File: config.mk
export PLATFORM = sky130hd
export DESIGN_NAME = ask_frame_rx
export DESIGN_NICKNAME = d
export VERILOG_FILES = /design/src/rtl/ask_frame_rx.sv
export SDC_FILE = /design/constraint.sdc
export NUM_CORES = 1
export LEC_CHECK = 0
export ABC_AREA = 1
export CAP_MARGIN = 20
export CORE_MARGIN = 4
export CORE_UTILIZATION = 59
export CTS_BUF_LIST = sky130_fd_sc_hd__clkbuf_8
export CTS_CLUSTER_DIAMETER = 120
export DETAILED_ROUTE_END_ITERATION = 10
export PLACE_DENSITY_LB_ADDON = 0.08
export SYNTH_ARGS = -nofsm -noshare
export SYNTH_HDL_FRONTEND = slang
export SYNTH_SLANG_ARGS = --single-unit
File: constraint.sdc
create_clock -name clk_slow -period 3 [get_ports clk_slow]
set_input_delay 0.3 -clock clk_slow [delete_from_list [all_inputs] [get_ports clk_slow]]
set_output_delay 0.3 -clock clk_slow [all_outputs]
set_load 0.01 [all_outputs]
File: src/rtl/ask_frame_rx.sv
// ============================================================================
// ask_frame_rx
// ----------------------------------------------------------------------------
// Receive front end that sits ahead of the Hamming decoder.
//   * Slices 8-bit unsigned ADC envelope samples into a line level, with
//     hysteresis between TH_LO and TH_HI.
//   * Locks onto a start bit and confirms it at mid-symbol.
//   * Shifts in one 8-bit codeword, MSB first.
//   * Checks the stop bit, then hands the codeword to the decoder together
//     with a one-cycle valid strobe.
// One ADC sample arrives per clk_slow cycle.
//
// Frame on the line: idle 0, start 1, d7..d0, stop 0. Each bit lasts SPS
// samples.
//
// Parameters
//   SPS    samples per symbol (even, >= 4)
//   TH_HI  sample >= TH_HI slices to 1
//   TH_LO  sample <= TH_LO slices to 0 (TH_LO < TH_HI); in between, hold
//
// Ports
//   clk_slow    in   sample clock, rising edge
//   reset       in   asynchronous, active-low
//   adc_data    in   [7:0] unsigned envelope sample
//   code_word   out  [7:0] last good codeword, held until the next good frame
//   code_valid  out  one-cycle strobe: code_word has just been updated
//   frame_err   out  one-cycle strobe: the stop bit was bad
//   busy        out  high while in START, DATA or STOP
//   sliced      out  registered slicer output
//
// Build option
//   RX_MAJORITY_EN  When defined, each data bit and the stop bit are decided
//                   by a 2-of-3 majority of sliced at cnt = SPS-3, SPS-2 and
//                   SPS-1. The start-bit check stays a single sample.
//                   When undefined, each bit is sliced at cnt == SPS-1 and no
//                   vote registers exist.
// ============================================================================
module ask_frame_rx #(
    parameter int unsigned SPS   = 8,
    parameter logic [7:0]  TH_HI = 8'd160,
    parameter logic [7:0]  TH_LO = 8'd96
) (
    input  logic       clk_slow,
    input  logic       reset,
    input  logic [7:0] adc_data,
    output logic [7:0] code_word,
    output logic       code_valid,
    output logic       frame_err,
    output logic       busy,
    output logic       sliced
);

    localparam int unsigned      CNT_W    = $clog2(SPS);
    localparam logic [CNT_W-1:0] CNT_MID  = CNT_W'(SPS / 2 - 1);
    localparam logic [CNT_W-1:0] CNT_LAST = CNT_W'(SPS - 1);

    typedef enum logic [2:0] {
        S_IDLE,
        S_START,
        S_DATA,
        S_STOP,
        S_BREAK
    } state_t;

    state_t           state;
    logic [CNT_W-1:0] cnt;
    logic [2:0]       bidx;
    logic [7:0]       shreg;
    logic             sliced_d;
    logic             bit_val;

    // ------------------------------------------------------------------------
    // Slicer stage: hysteresis comparator followed by a one-cycle delay, which
    // the rising-edge detector in IDLE uses.
    // ------------------------------------------------------------------------
    always_ff @(posedge clk_slow or negedge reset) begin
        if (!reset) begin
            sliced   <= 1'b0;
            sliced_d <= 1'b0;
        end else begin
            if (adc_data >= TH_HI) begin
                sliced <= 1'b1;
            end else if (adc_data <= TH_LO) begin
                sliced <= 1'b0;
            end
            sliced_d <= sliced;
        end
    end

`ifdef RX_MAJORITY_EN
    logic vote_p0;
    logic vote_p1;

    localparam logic [CNT_W-1:0] CNT_V0 = CNT_W'(SPS - 3);
    localparam logic [CNT_W-1:0] CNT_V1 = CNT_W'(SPS - 2);

    function automatic logic maj3(input logic a, input logic b, input logic c);
        return (a & b) | (a & c) | (b & c);
    endfunction

    // ------------------------------------------------------------------------
    // Vote stage: hold the two earlier samples of the current symbol. The
    // third vote is the live slicer output at cnt == SPS-1.
    // ------------------------------------------------------------------------
    always_ff @(posedge clk_slow or negedge reset) begin
        if (!reset) begin
            vote_p0 <= 1'b0;
            vote_p1 <= 1'b0;
        end else if (state == S_DATA || state == S_STOP) begin
            if (cnt == CNT_V0) begin
                vote_p0 <= sliced;
            end
            if (cnt == CNT_V1) begin
                vote_p1 <= sliced;
            end
        end
    end

    assign bit_val = maj3(vote_p0, vote_p1, sliced);
`else
    assign bit_val = sliced;
`endif

    // ------------------------------------------------------------------------
    // Frame FSM. All outputs are registered here.
    // The strobes default low, so each one lasts exactly one cycle.
    // ------------------------------------------------------------------------
    always_ff @(posedge clk_slow or negedge reset) begin
        if (!reset) begin
            state      <= S_IDLE;
            cnt        <= '0;
            bidx       <= '0;
            shreg      <= '0;
            code_word  <= '0;
            code_valid <= 1'b0;
            frame_err  <= 1'b0;
            busy       <= 1'b0;
        end else begin
            code_valid <= 1'b0;
            frame_err  <= 1'b0;

            case (state)
                S_IDLE: begin
                    if (!sliced_d && sliced) begin
                        state <= S_START;
                        cnt   <= '0;
                        busy  <= 1'b1;
                    end
                end

                // Confirm the start bit at mid-symbol. This check also places
                // every later bit decision at mid-symbol.
                S_START: begin
                    if (cnt == CNT_MID) begin
                        cnt <= '0;
                        if (sliced) begin
                            state <= S_DATA;
                            bidx  <= '0;
                        end else begin
                            state <= S_IDLE;
                            busy  <= 1'b0;
                        end
                    end else begin
                        cnt <= cnt + 1'b1;
                    end
                end

                S_DATA: begin
                    if (cnt == CNT_LAST) begin
                        cnt   <= '0;
                        shreg <= {shreg[6:0], bit_val};
                        if (bidx == 3'd7) begin
                            state <= S_STOP;
                        end else begin
                            bidx <= bidx + 3'd1;
                        end
                    end else begin
                        cnt <= cnt + 1'b1;
                    end
                end

                S_STOP: begin
                    if (cnt == CNT_LAST) begin
                        cnt  <= '0;
                        busy <= 1'b0;
                        if (!bit_val) begin
                            code_word  <= shreg;
                            code_valid <= 1'b1;
                            state      <= S_IDLE;
                        end else begin
                            frame_err <= 1'b1;
                            state     <= S_BREAK;
                        end
                    end else begin
                        cnt <= cnt + 1'b1;
                    end
                end

                // A line stuck high after a bad stop bit must drop to 0 first.
                // Only then can the edge detector see a new start.
                S_BREAK: begin
                    if (!sliced) begin
                        state <= S_IDLE;
                    end
                end

                default: begin
                    state <= S_IDLE;
                    busy  <= 1'b0;
                end
            endcase
        end
    end

    // The two strobes come from mutually exclusive branches of the stop decision.
    assert property (@(posedge clk_slow) disable iff (!reset) !(code_valid && frame_err));

endmodule

---- Word level (Yosys, flattened, before mapping) ----
Cells that the tools add are included.
W data, S select, Z words.
storage, ports and cells
  register bits ........................... 30
  input bits .............................. 10
  output and inout port bits .............. 12
  word-level logic and storage cells ...... 77
operators by class
  add/subtract/negate cells ............... 2
  order comparisons ....................... 2
  eq/ne operators ......................... 16
  multiplexer cells ....................... 31
  bitwise logic cells ..................... 2
  reduce and logical (&&, ||, !) cells .... 14
operators with widths
  kind                   count
  $mux W3                14
  $ne A2 B2 Y1 const B   9
  $pmux W3 S5            1
  $mux W1                12
  $reduce_and A5 Y1      2
  $eq A3 B2 Y1 const B   3
  $eq A3 B3 Y1 const B   3
  $pmux W3 S3            1
  $ge A8 B8 Y1 const B   1
  $le A8 B7 Y1 const B   1
  $add A3 B1 Y3 const B  2
  $pmux W3 S2            1
  $reduce_and A6 Y1      1
  $pmux W1 S4            1
  $reduce_and A2 Y1      2
  $reduce_bool A2 Y1     2
  $reduce_or A2 Y1       2
  $eq A3 B1 Y1 const B   1
  $logic_not A3 Y1       1
  $reduce_and A3 Y1      1
  $reduce_bool A3 Y1     1
  $mux W2                1
  $not A1 Y1             2
  $logic_and A1 B1 Y1    1
  $logic_not A1 Y1       1

---- Logic depth before layout (Yosys ltp) ----
  depth after elaboration ................. 4
  depth in mapped cells ................... 8

---- Worst setup path after synthesis ----
No wires, ideal clock.
  path type ............................... flip-flop to flip-flop
  start ................................... reg cnt[0]
  end ..................................... reg code_word[2]
  library setup time ...................... 0.118 ns
  data arrival time ....................... 1.241 ns
  required time ........................... 2.882 ns
  path slack .............................. 1.641 ns
  cell stages (with the launch flop) ...... 8
  period minus slack after synthesis ...... 1.359 ns
  cells stage by stage .................... dfrtp_1 -> ha_1 -> nand2_1 -> inv_1 -> nand3_4 -> buf_6 -> nand2_1 -> o21ai_2
between the ends
  word-level cells in the longest chain between the ends .. 2
ends and longest elaborated chain
  item                                line  text
  from (decl)                         66    logic [CNT_W-1:0] cnt;
  from (signal assigned)              164   cnt <= cnt + 1'b1;
  from (signal assigned)              178   cnt <= cnt + 1'b1;
  from (signal assigned)              195   cnt <= cnt + 1'b1;
  $eq A3 B3 Y1                        183   if (cnt == CNT_LAST) begin
  $reduce_and A3 Y1 (no source line)  n/a
  to (signal assigned)                187   code_word <= shreg;
  to (decl)                           46    output logic [7:0] code_word,
Every way passes these cells.
A chain may end at the register's enable or synchronous reset.

---- Final worst setup path ----
  start ................................... reg sliced
  end ..................................... out sliced
RTL lines
  item                    line  text
  from (decl)             50    output logic sliced
  from (signal assigned)  78    sliced <= 1'b0;
  from (signal assigned)  82    sliced <= 1'b1;
  from (signal assigned)  84    sliced <= 1'b0;
No word-level cell between the ends.

==> impl_metrics.py <==
metrics = {
    "sta": {
        "clock_skew_ns": 0.00564,
        "tightest_slew_ns": 0.369,
        "setup_violations": 0,
        "fmax_mhz": 593,
        "drv_slew": 0,
        "tns_ns": 0,
        "finalHoldViolCount": 0,
        "relSlewSlack_pct": 75.4,
        "fin_crit_sh_pct": 56.3,
        "period_minus_slack_ns": 1.69,
        "rsz0062_at_grt": "false",
    },
    "worst_setup_path": {
        "critPathArrivalTime_ns": 1.39,
        "worstPathCellList": "clkdlybuf4s50_1",
        "startpoint_type": "flop",
        "r2r-end": "code_word[2]",
        "cp.required_ns": 2.70,
        "crit_type": "reg -> out",
        "r2r_slack_ns": 1.51,
        "path_buf_inv": 1,
        "path_delay_family": "buffers and inverters",
        "worst-path-stages": 1,
        "slowest_delay_ns": 0.61,
        "rr_startpoint": "cnt[0]",
        "endpoint_kind": "output pin",
        "slowest_stage": "clkdlybuf4s50_1",
        "reg2reg_depth": 6,
        "crit_fanout": 9,
    },
    "cells_and_area": {
        "nets": 207,
        "drive_above_1_share_pct": 14.6,
        "antenna-diode-count": 0,
        "area_delta_synth_final_pct": 21.2,
        "post-route-util_pct": 77.6,
    },
    "synthesis": {
        "synth_edf_count": 0,
        "syn_area_per_cell_sq_um": 8.83,
        "synth_cells": 165,
        "synthDominantCellAreaShare_pct": 51.5,
        "synth-seq-cells": 30,
        "yosysUniqueCellTypes": 23,
        "synthAdderAreaFrac_pct": 4.30,
        "yosysTopAreaCell": "dfrtp_1",
        "synth-xor-area-share_pct": 0,
        "synth-seq-area-share_pct": 51.5,
        "synthArstFlopShare_pct": 100,
        "yosys.area_share.simple_pct": 26.5,
        "synth_mux_area_share_pct": 0,
        "ys.warnings.count": 0,
        "synthMostInstantiatedCell": "nand2_1",
        "ys.flop_type": "dfrtp_1",
        "synth_top_family_by_area": "simple AND/OR/NAND/NOR gates",
        "synth_nets": 180,
        "synth_compound_area_share_pct": 11.0,
        "syn_area_sq_mm": 0.00146,
        "synth.area.top_cells": "dfrtp_1 52%, nand2_1 13%, o21ai_2 4.8%",
        "netlist_top_cells_count": "52 x nand2_1, 30 x dfrtp_1, 17 x inv_1, 10 x nor2_1",
    },
    "placement": {
        "port_buffers": 21,
        "gp_congestion": 0.947,
        "dp_hpwl_microns": 2100,
    },
    "floorplan": {
        "fp.dieH_microns": 57.7,
        "coreArea_sq_mm": 0.00228,
        "start_util_pct": 64.0,
        "boundaryPins": 22,
        "dieArea_sq_mm": 0.00333,
        "die_x_microns": 57.7,
        "placementRows": 17,
    },
    "global_routing": {
        "grt_max_degree": 31,
        "grt_pass1_vias": 1161,
        "grt_util_all_layers_pct": 19.3,
        "grt_pass1_wl_microns": 4970,
        "antenna_found_initial": 0,
        "overflow": 0,
    },
    "clocking": {
        "cts-root-buf": "clkbuf_8",
        "insertion_delay_ns": 0.28,
        "clock-sinks": 30,
        "cts_tree": "yes",
        "cts_hold_buf": 0,
        "path_clk_slew_ns": 0.06,
        "cts_buffers": 5,
        "htree_levels": 2,
        "cts_resized": 0,
        "postCtsSetupRepairBufs": 0,
        "cts_max_path_buffers": 2,
    },
    "route": {
        "finalWirelength_microns": 2760,
        "vias": 1168,
        "postRouteAntennaNets": 0,
        "vias_per_cell": 5.31,
        "first_iter_violations": 38,
        "wl_per_cell_microns": 12.5,
        "drcViolationCount": 0,
        "dr.pass1.iters": 4,
    },
    "power": {
        "vdd_ir_drop_max_uv": 555,
        "p_per_area_mw_per_mm2": 649,
        "p_leak_uw": 0.000866,
    },
    "hold_path": {
        "hold_class": "in -> async",
    },
    "run_status": {
        "status": "complete, no violations",
    },
    "flow_run": {
        "max_cap_viol_count": 0,
    },
}
## layer usage
layer | wire length [microns] | GRT usage (%) | vias up
met5 | 0 | 0 | -
li1 | - | - | 579
met4 | 57 | 9.27 | 0
met3 | 110 | 4.90 | 9
met1 | 1210 | 23.8 | 555
met2 | 1370 | 31.6 | 25
## metrics by stage
stage / hold WS, ns / instances / worst slack, ns / instance area, sq um / power [uW]
after floorplan: 0.00441 / 165 / 1.64 / 1460 / 752
after global placement: 0.453 / 213 / 1.59 / 1690 / 836
after detailed placement: 0.462 / 213 / 1.53 / 1690 / 854
after CTS: 0.427 / 220 / 1.32 / 1770 / 1150
after global routing: 0.450 / 220 / 1.26 / 1770 / 1230
final: 0.408 / 220 / 1.31 / 1770 / 1150
## cells by family (layout without fill, tap and decap cells)
family / count (synthesis) / in the layout
and+or+nand+nor: 83 / 83
DFF: 30 / 30
AOI/OAI and AO/OA: 25 / 25
buffers and inverters: 22 / 49
adders and majority gates: 5 / 5
## state kept, by name, indices dropped and copies added (netlist names)
signal	count
shreg	8
frame_err	1
code_word	8
cnt	3
sliced_d	1
code_valid	1
busy	1
state	3
sliced	1
bidx	3
## layout make-up
| class | count | area (sq um) |
|---|---|---|
| Fill cell | 160 | 510 |
| Tap cell | 28 | 35.0 |
| Timing Repair Buffer | 22 | 218 |
| Clock inverter | 2 | 10.0 |
| Sequential cell | 30 | 751 |
| Clock buffer | 5 | 68.8 |
| Multi-Input combinational cell | 113 | 608 |
| Inverter | 20 | 75.1 |
## worst max path at each step
stage	start	endpoint	slack, ns
2_1_floorplan	cnt[0]	code_word[2]	1.64
3_3_place_gp	cnt[0]	code_word[4]	1.59
3_5_place_dp	cnt[0]	code_word[7]	1.53
4_1_cts	sliced	sliced	1.32
5_1_grt	sliced	sliced	1.26
6_report	sliced	sliced	1.31
## placed cells by master (no fill, tap or decap)
master           synthesis  final
or2_0                    1      1
clkinv_2                 0      2
nand2_1                 52     52
o21ai_0                  5      5
nor2_4                   2      2
nand4_1                  2      2
nand2_2                  3      3
nor3_1                   2      2
o211ai_1                 1      1
a21oi_1                  2      2
o31ai_1                  1      1
o21ai_2                  8      8
nor2_1                  10     10
buf_4                    0      1
nand3_1                  7      7
o21ai_1                  8      8
nand2_4                  1      1
inv_1                   17     17
clkdlybuf4s50_1          0     21
dfrtp_1                 30     30
inv_2                    3      3
clkbuf_8                 0      5
ha_1                     5      5
nand3_4                  1      1
nand4_2                  1      1
nor2_2                   1      1
## power by group
group	switching, uW	internal, uW	total, uW
clock network	143	155	298
registers	56.3	448	504
logic	216	128	344
No activity file was read; power rests on OpenSTA's default activity.
